[src/rtl/pipe_ctrl_pkg.sv]
// Shared types and index constants for the pipeline hazard controller.
package pipe_ctrl_pkg;

    typedef enum logic {
        RUN  = 1'b0,
        PEND = 1'b1
    } state_e;

    localparam int unsigned STG_PC     = 0;
    localparam int unsigned STG_IF_ID  = 1;
    localparam int unsigned STG_ID_EX  = 2;
    localparam int unsigned STG_EX_MEM = 3;

    localparam int unsigned SRC_EX    = 0;
    localparam int unsigned SRC_CLINT = 1;
    localparam int unsigned SRC_RIB   = 2;

endpackage

[src/rtl/pipe_ctrl_sat_counter.sv]
// Saturating up-counter with synchronous clear; clear wins over increment.
module sat_counter #(
    parameter int unsigned W = 8
) (
    input  logic         clk,
    input  logic         rst_n,
    input  logic         inc_i,
    input  logic         clr_i,
    output logic [W-1:0] cnt_o
);

    logic [W-1:0] cnt_q;
    logic [W-1:0] cnt_d;

    always_comb begin
        cnt_d = cnt_q;
        if (clr_i) begin
            cnt_d = '0;
        end else if (inc_i && (cnt_q != '1)) begin
            cnt_d = cnt_q + W'(1);
        end
    end

    always_ff @(posedge clk) begin
        if (!rst_n) begin
            cnt_q <= '0;
        end else begin
            cnt_q <= cnt_d;
        end
    end

    assign cnt_o = cnt_q;

endmodule

[src/rtl/pipe_ctrl.sv]
// Pipeline hazard controller: merges hold requests, issues redirect strobes with
// timed flushes, buffers a redirect while the PC is frozen, counts stalls.
module pipe_ctrl
    import pipe_ctrl_pkg::*;
#(
    parameter int unsigned              ADDR_W       = 32,
    parameter int unsigned              N_STAGES     = 4,
    parameter int unsigned              N_SRC        = 3,
    parameter logic [N_SRC*N_STAGES-1:0] SRC_MASK    = '1,
    parameter logic [N_STAGES-1:0]      FLUSH_MASK   = N_STAGES'(4'b0110),
    parameter int unsigned              FLUSH_CYCLES = 1,
    parameter int unsigned              CNT_W        = 32,
    parameter int unsigned              TIMEOUT      = 1024
) (
    input  logic                clk,
    input  logic                rst_n,
    input  logic [ADDR_W-1:0]   jump_addr_i,
    input  logic                jump_en_i,
    input  logic [N_SRC-1:0]    hold_req_i,
    input  logic                cnt_clr_i,
    output logic [ADDR_W-1:0]   jump_addr_o,
    output logic                jump_en_o,
    output logic [N_STAGES-1:0] hold_o,
    output logic [N_STAGES-1:0] flush_o,
    output logic                pend_o,
    output logic [CNT_W-1:0]    stall_cnt_o,
    output logic                hold_timeout_o
);

    localparam int unsigned TMR_W = 2;
    localparam logic [TMR_W-1:0] FLUSH_LOAD = TMR_W'(FLUSH_CYCLES - 1);
    localparam int unsigned WD_W = (TIMEOUT > 1) ? $clog2(TIMEOUT + 1) : 1;
    localparam logic [WD_W-1:0] WD_LIM = WD_W'((TIMEOUT > 0) ? (TIMEOUT - 1) : 0);

    state_e              state_q, state_d;
    logic [ADDR_W-1:0]   pend_addr_q, pend_addr_d;
    logic [TMR_W-1:0]    flush_tmr_q, flush_tmr_d;
    logic                pend_q, pend_d;
    logic                tmo_q, tmo_d;
    logic [N_STAGES-1:0] hold_c;
    logic [WD_W-1:0]     run_cnt;

    // Per-stage hold: OR of every requesting source that is wired to that stage.
    always_comb begin
        hold_c = '0;
        for (int s = 0; s < int'(N_STAGES); s++) begin
            for (int i = 0; i < int'(N_SRC); i++) begin
                hold_c[s] = hold_c[s] | (hold_req_i[i] & SRC_MASK[i*int'(N_STAGES)+s]);
            end
        end
    end

    always_comb begin
        state_d     = state_q;
        pend_addr_d = pend_addr_q;
        jump_en_o   = 1'b0;
        jump_addr_o = jump_addr_i;
        case (state_q)
            RUN: begin
                if (jump_en_i) begin
                    if (!hold_c[STG_PC]) begin
                        jump_en_o = 1'b1;
                    end else begin
                        pend_addr_d = jump_addr_i;
                        state_d     = PEND;
                    end
                end
            end
            PEND: begin
                // A reset in the release cycle discards the buffered redirect.
                if (!hold_c[STG_PC] && rst_n) begin
                    jump_en_o   = 1'b1;
                    jump_addr_o = pend_addr_q;
                    state_d     = RUN;
                end
            end
            default: state_d = RUN;
        endcase

        if (jump_en_o) begin
            flush_tmr_d = FLUSH_LOAD;
        end else if (flush_tmr_q != '0) begin
            flush_tmr_d = flush_tmr_q - TMR_W'(1);
        end else begin
            flush_tmr_d = '0;
        end
        flush_o = ((flush_tmr_q != '0) || jump_en_o) ? FLUSH_MASK : '0;
        pend_d  = (state_d == PEND);
    end

    // Watchdog flag: sets on the TIMEOUT-th consecutive PC hold cycle.
    always_comb begin
        tmo_d = tmo_q;
        if (cnt_clr_i) begin
            tmo_d = 1'b0;
        end else if ((TIMEOUT != 0) && hold_c[STG_PC] && (run_cnt >= WD_LIM)) begin
            tmo_d = 1'b1;
        end
    end

    always_ff @(posedge clk) begin
        if (!rst_n) begin
            state_q     <= RUN;
            pend_addr_q <= '0;
            flush_tmr_q <= '0;
            pend_q      <= 1'b0;
            tmo_q       <= 1'b0;
        end else begin
            state_q     <= state_d;
            pend_addr_q <= pend_addr_d;
            flush_tmr_q <= flush_tmr_d;
            pend_q      <= pend_d;
            tmo_q       <= tmo_d;
        end
    end

    sat_counter #(.W(CNT_W)) u_stall_cnt (
        .clk   (clk),
        .rst_n (rst_n),
        .inc_i (hold_c[STG_PC]),
        .clr_i (cnt_clr_i),
        .cnt_o (stall_cnt_o)
    );

    sat_counter #(.W(WD_W)) u_hold_run (
        .clk   (clk),
        .rst_n (rst_n),
        .inc_i (hold_c[STG_PC]),
        .clr_i (cnt_clr_i | ~hold_c[STG_PC]),
        .cnt_o (run_cnt)
    );

    assign hold_o         = hold_c;
    assign pend_o         = pend_q;
    assign hold_timeout_o = tmo_q;

endmodule
[config.mk]
export PLATFORM = sky130hd
export DESIGN_NAME = pipe_ctrl
export DESIGN_NICKNAME = d
export VERILOG_FILES = /design/src/rtl/pipe_ctrl_pkg.sv /design/src/rtl/pipe_ctrl_sat_counter.sv /design/src/rtl/pipe_ctrl.sv
export SDC_FILE = /design/constraint.sdc
export NUM_CORES = 1
export LEC_CHECK = 0
export BUFFER_PORTS_ARGS = -buffer_cell sky130_fd_sc_hd__buf_2
export CAP_MARGIN = 20
export CORE_ASPECT_RATIO = 0.5
export CORE_MARGIN = 8
export CORE_UTILIZATION = 35
export CTS_CLUSTER_DIAMETER = 150
export DETAILED_ROUTE_END_ITERATION = 16
export GPL_TIMING_DRIVEN = 0
export PLACE_DENSITY = 0.56
export SLEW_MARGIN = 15
export SYNTH_ARGS = -nofsm -noshare
export SYNTH_HDL_FRONTEND = slang
export SYNTH_HIERARCHICAL = 1
export SYNTH_SLANG_ARGS = --single-unit
[constraint.sdc]
create_clock -name clk -period 2.53 [get_ports clk]
set_input_delay 0 -clock clk [delete_from_list [all_inputs] [get_ports clk]]
set_output_delay 0 -clock clk [all_outputs]
set_load 0.05 [all_outputs]
After elaboration in Yosys (flattened, before gate mapping):

Index checks and enable logic that the tools add are counted.

* input port bits: 39
* bits in registers: 79

* add/sub/neg operators: 3
* bitwise gates (word level): 7
* muxes and demuxes: 11
* equal/unequal tests: 2
* reductions and logical operators: 11
* magnitude comparators: 1

Operator list (number)
* $mux W32: 2
* $add A32 B1 Y32 const B: 1
* $ne A32 B32 Y1 const B: 1
* $add A11 B1 Y11 const B: 1
* $ge A11 B10 Y1 const B: 1
* $ne A11 B11 Y1 const B: 1
* $mux W1: 6
* $logic_and A1 B1 Y1: 4
* $not A1 Y1: 4
* $pmux W1 S2: 2
* $reduce_or A2 Y1: 2
* $mux W3: 1
* $or A1 B1 Y1: 3
* $reduce_and A3 Y1: 1
* $reduce_or A3 Y1: 1
* $reduce_bool A2 Y1: 1
* $sub A2 B1 Y2 const B: 1
* $logic_not A1 Y1: 1
* $logic_or A1 B1 Y1: 1

Longest topological paths before layout:

* depth after elaboration: 8
* depth in mapped cells: 9
* mapped depth without buffers: 6

Cells and area by module:

The synthesis kept the hierarchy.

By module, submodules not included
* pipe_ctrl: area an instance 2098.3 sq um, instances 1, cells each 216
* sat_counter (u_stall_cnt): area an instance 1667.8 sq um, instances 1, cells each 203
* sat_counter (u_hold_run): area an instance 545.5 sq um, instances 1, cells each 66

Least setup slack after synthesis:

No wires, ideal clock.

* path kind: register to output
* from: register, netlist name pend_o
* to: output flush_o[2]
* slack: -0.062 ns
* cell stages (with the launch flop): 5
* arrival: 2.592 ns
* data required time: 2.530 ns
* cell sequence: dfxtp_1 nand2_1 a21oi_1 nand2b_1 buf_4

RTL lines
* end, declared: line pipe_ctrl.sv:24 `output logic [N_STAGES-1:0] flush_o,`

Final worst setup path:

* from: register u_stall_cnt.cnt_q[16], in the netlist u_stall_cnt/cnt_o[16]
* to: register u_stall_cnt.cnt_q[17], in the netlist u_stall_cnt/cnt_o[17]

* cells in the longest elaborated chain, start to end: 2
* elaborated cells between the ends (all ways): 3
* those cells by class: 1 x add/sub; 1 x eq/ne; 1 x reduce/logical

RTL lines
* start, declared: line pipe_ctrl_sat_counter.sv:12 `logic [W-1:0] cnt_q;`
* start signal, assigned: line pipe_ctrl_sat_counter.sv:28 `cnt_q <= cnt_d;`
* parallel branches: the longest is 2 deep, another holds $add A32 B1 Y32

Several ways; the timed one is not identified.
A chain may end at the register's enable or synchronous reset.

==> impl_metrics.py <==
metrics = {
    "outcome": {
        "status": "finished clean",
    },
    "power_and_ir_drop": {
        "total_power_uw": 2960,
        "power_per_cell_area_nw_per_um2": 518,
        "power_leakage_uw": 0.00230,
        "power_frac_comb_pct": 15.8,
        "p_clk_share_pct": 40.3,
        "swShare_pct": 27.8,
        "switching_power_uw": 820,
        "power.internal_uw": 2140,
        "p_seq_share_pct": 43.9,
        "peakVddDrop_mv": 0.253,
    },
    "worst_setup_path": {
        "cp_max_fo": 10,
        "reg2reg_depth": 6,
        "path_class": "reg -> reg",
        "critPathArrivalTime_ps": 2490,
        "end_kind": "flop",
        "worstPathRequired_ps": 2730,
        "worstSetupStartpointType": "flop",
    },
    "synth": {
        "async_flop_share_pct": 0,
        "syn_avg_cell_area_um2": 8.89,
        "netlist_area_um2": 4310,
        "ys_top_cells_by_area": "dfxtp_1, mux2_4, nand3_1",
        "synth_cells": 485,
        "synth_ff_type": "dfxtp_1",
        "synth-seq-cells": 79,
        "netlist.area_leader.share_pct": 36.7,
        "yosysWarningCount": 6,
        "synth_edf_count": 0,
        "synth_top_area_cell": "dfxtp_1",
        "synth_cell_type_count": 55,
        "yosysSeqAreaShare_pct": 36.7,
    },
    "clock_network": {
        "cts_root_buffer": "clkbuf_16",
        "cts_tree": "yes",
        "h-tree-depth": 3,
        "cts.path.max_buffers": 2,
        "clock_latency_ps": 340,
        "cts_inserted_buffers": 9,
        "clk_pin_slew_ps": 60,
        "clock-sinks": 79,
    },
    "sta": {
        "fin_skew_ps": 5.78,
        "finalSetupViolations": 0,
        "tns_ps": 0,
        "rsz0062_at_grt": "no",
        "min_period_over_period_pct": 90.4,
        "hold_ws_ps": 25.7,
        "hold_viol": 0,
        "layout_min_cycle_time_ps": 2290,
        "fmax_ghz": 0.437,
        "tightestPinTransition_ps": 642,
        "timing.slew.headroom_pct": 56.9,
        "drv_slew": 0,
    },
    "route": {
        "first_pass_iters": 4,
        "drt_wl_total_um": 12500,
        "first_iter_violations": 213,
        "num_vias": 4106,
        "ant_nets": 0,
        "wl_per_cell_um": 15.3,
        "drc": 0,
        "via_per_inst": 5.05,
    },
    "final_layout": {
        "fillCellCount": 1182,
        "layout-drive-gt1-share_pct": 30.1,
        "mostFrequentLayoutCell": "buf_2",
        "diodes": 0,
        "mostFrequentLayoutCells": "buf_2, dfxtp_1, nand3_1, o21ai_0, dlygate4sd3_1",
        "final_cells": 813,
        "area_growth_pct": 32.3,
        "layout.nets": 686,
        "post-route-cell-area_um2": 5700,
    },
    "global_route": {
        "grt_max_degree": 19,
        "first_global_vias": 4062,
        "antenna_found_initial": 0,
        "grt_overflow_total": 0,
        "grtUsageTotal_pct": 15.1,
        "grt_pass1_wl_um": 20700,
    },
    "min_path": {
        "min_path_type": "in -> reg",
        "hold_path_depth": 3,
    },
    "die": {
        "die_area_um2": 16300,
        "die_x_um": 173,
        "core_area_um2": 11900,
        "die_h_um": 94.5,
        "ioPinCount": 114,
        "initial_core_util_pct": 36.2,
        "rows": 28,
    },
    "placed_design": {
        "place_area_um2": 5080,
        "gp_congestion": 0.768,
        "dp.cells": 762,
        "portBuffers": 111,
        "dp_hpwl_um": 8650,
    },
    "flow_run": {
        "cap_violations": 0,
    },
}
[cell usage after synthesis (5+ instances only)]
cell,n
nand4_1,17
a21boi_0,27
a21oi_1,28
buf_2,8
buf_4,8
or3_1,18
nand2_1,24
and3_1,12
dfxtp_1,79
nand3_1,50
o21ai_1,13
a21boi_1,5
mux2_4,30
clkbuf_1,17
nor2_1,22
o21ai_0,40
xnor2_1,9
inv_1,6
nand2b_1,7
[worst max-delay path: stages, from the launching register on]
cell     delay, ps
dfxtp_1        480
nand4_1        250
or4_4          600
o31ai_4        340
buf_2          290
or3_1          130
a21oi_1         60
[flip-flops by register name (all words and copies together) (netlist names)]
signal             flops
hold_timeout_o         1
pend_o                 1
u_stall_cnt/cnt_o     32
u_hold_run/cnt_o      11
pend_addr_q           32
flush_tmr_q            2
[through the flow]
stage	utilization (%)	setup WS, ps
after floorplan	-	220
after global placement	42.7	-354
after detailed placement	42.7	-275
after CTS	47.7	80.0
after global routing	47.9	93.0
final	47.9	242
[repair_timing]
item	CTS	global route
setup endpoints to repair	0	4
setup buffers	0	2
endpoints found under the hold margin	34	0
hold buffers	34	0
resized for setup	0	1
[final timing paths]
path                                            from                            endpoint  slack (ps)
setup / recovery  u_stall_cnt/cnt_o[16]$_SDFFE_PP0P_  u_stall_cnt/cnt_o[17]$_SDFFE_PP0P_         240
hold / removal                                 rst_n         hold_timeout_o$_SDFFE_PP0P_          30
setup reg to reg  u_stall_cnt/cnt_o[16]$_SDFFE_PP0P_  u_stall_cnt/cnt_o[17]$_SDFFE_PP0P_         240
hold reg to reg            flush_tmr_q[0]$_SDFF_PP0_           flush_tmr_q[0]$_SDFF_PP0_         410
[layout make-up]
cell class | count | area (um2) | area share [%]
Buffer | 36 | 224 | 3.93
Clock buffer | 11 | 243 | 4.26
Clock inverter | 4 | 22.5 | 0.395
Inverter | 7 | 26.3 | 0.461
Multi-Input combinational cell | 364 | 2490 | 43.6
Sequential cell | 79 | 1580 | 27.7
Tap cell | 165 | 206 | 3.62
Timing Repair Buffer | 147 | 911 | 16.0
[power groups by stage]
stage                     sequential [uW]  clock [uW]  combinational (uW)
final                                1300        1190                 467
after floorplan                      1330           0                 302
after CTS                            1300        1230                 467
after global placement               1320           0                 423
after detailed placement             1330           0                 425
after global routing                 1300        1280                 501
[kinds of logic (layout without fill, tap and decap cells)]
| logic type | Yosys count | count (layout) | synth area share, % |
|---|---|---|---|
| other cells | 1 | 2 | 0.0870 |
| mux | 34 | 34 | 11.4 |
| buf+inv | 43 | 205 | 5.80 |
| simple gates | 182 | 182 | 23.9 |
| compound gates | 133 | 133 | 19.2 |
| fa+ha+maj | 3 | 3 | 0.871 |
| flops | 79 | 79 | 36.7 |
| xor+xnor | 10 | 10 | 2.03 |
[metal layers]
layer	up-vias	GRT usage [%]	routed length (um)
met5	-	0	0
met4	0	3.99	109
met3	9	4.54	599
met2	88	24.9	5640
met1	1916	19.2	6130
li1	2093	-	-
No activity file was read; power rests on OpenSTA's default activity.
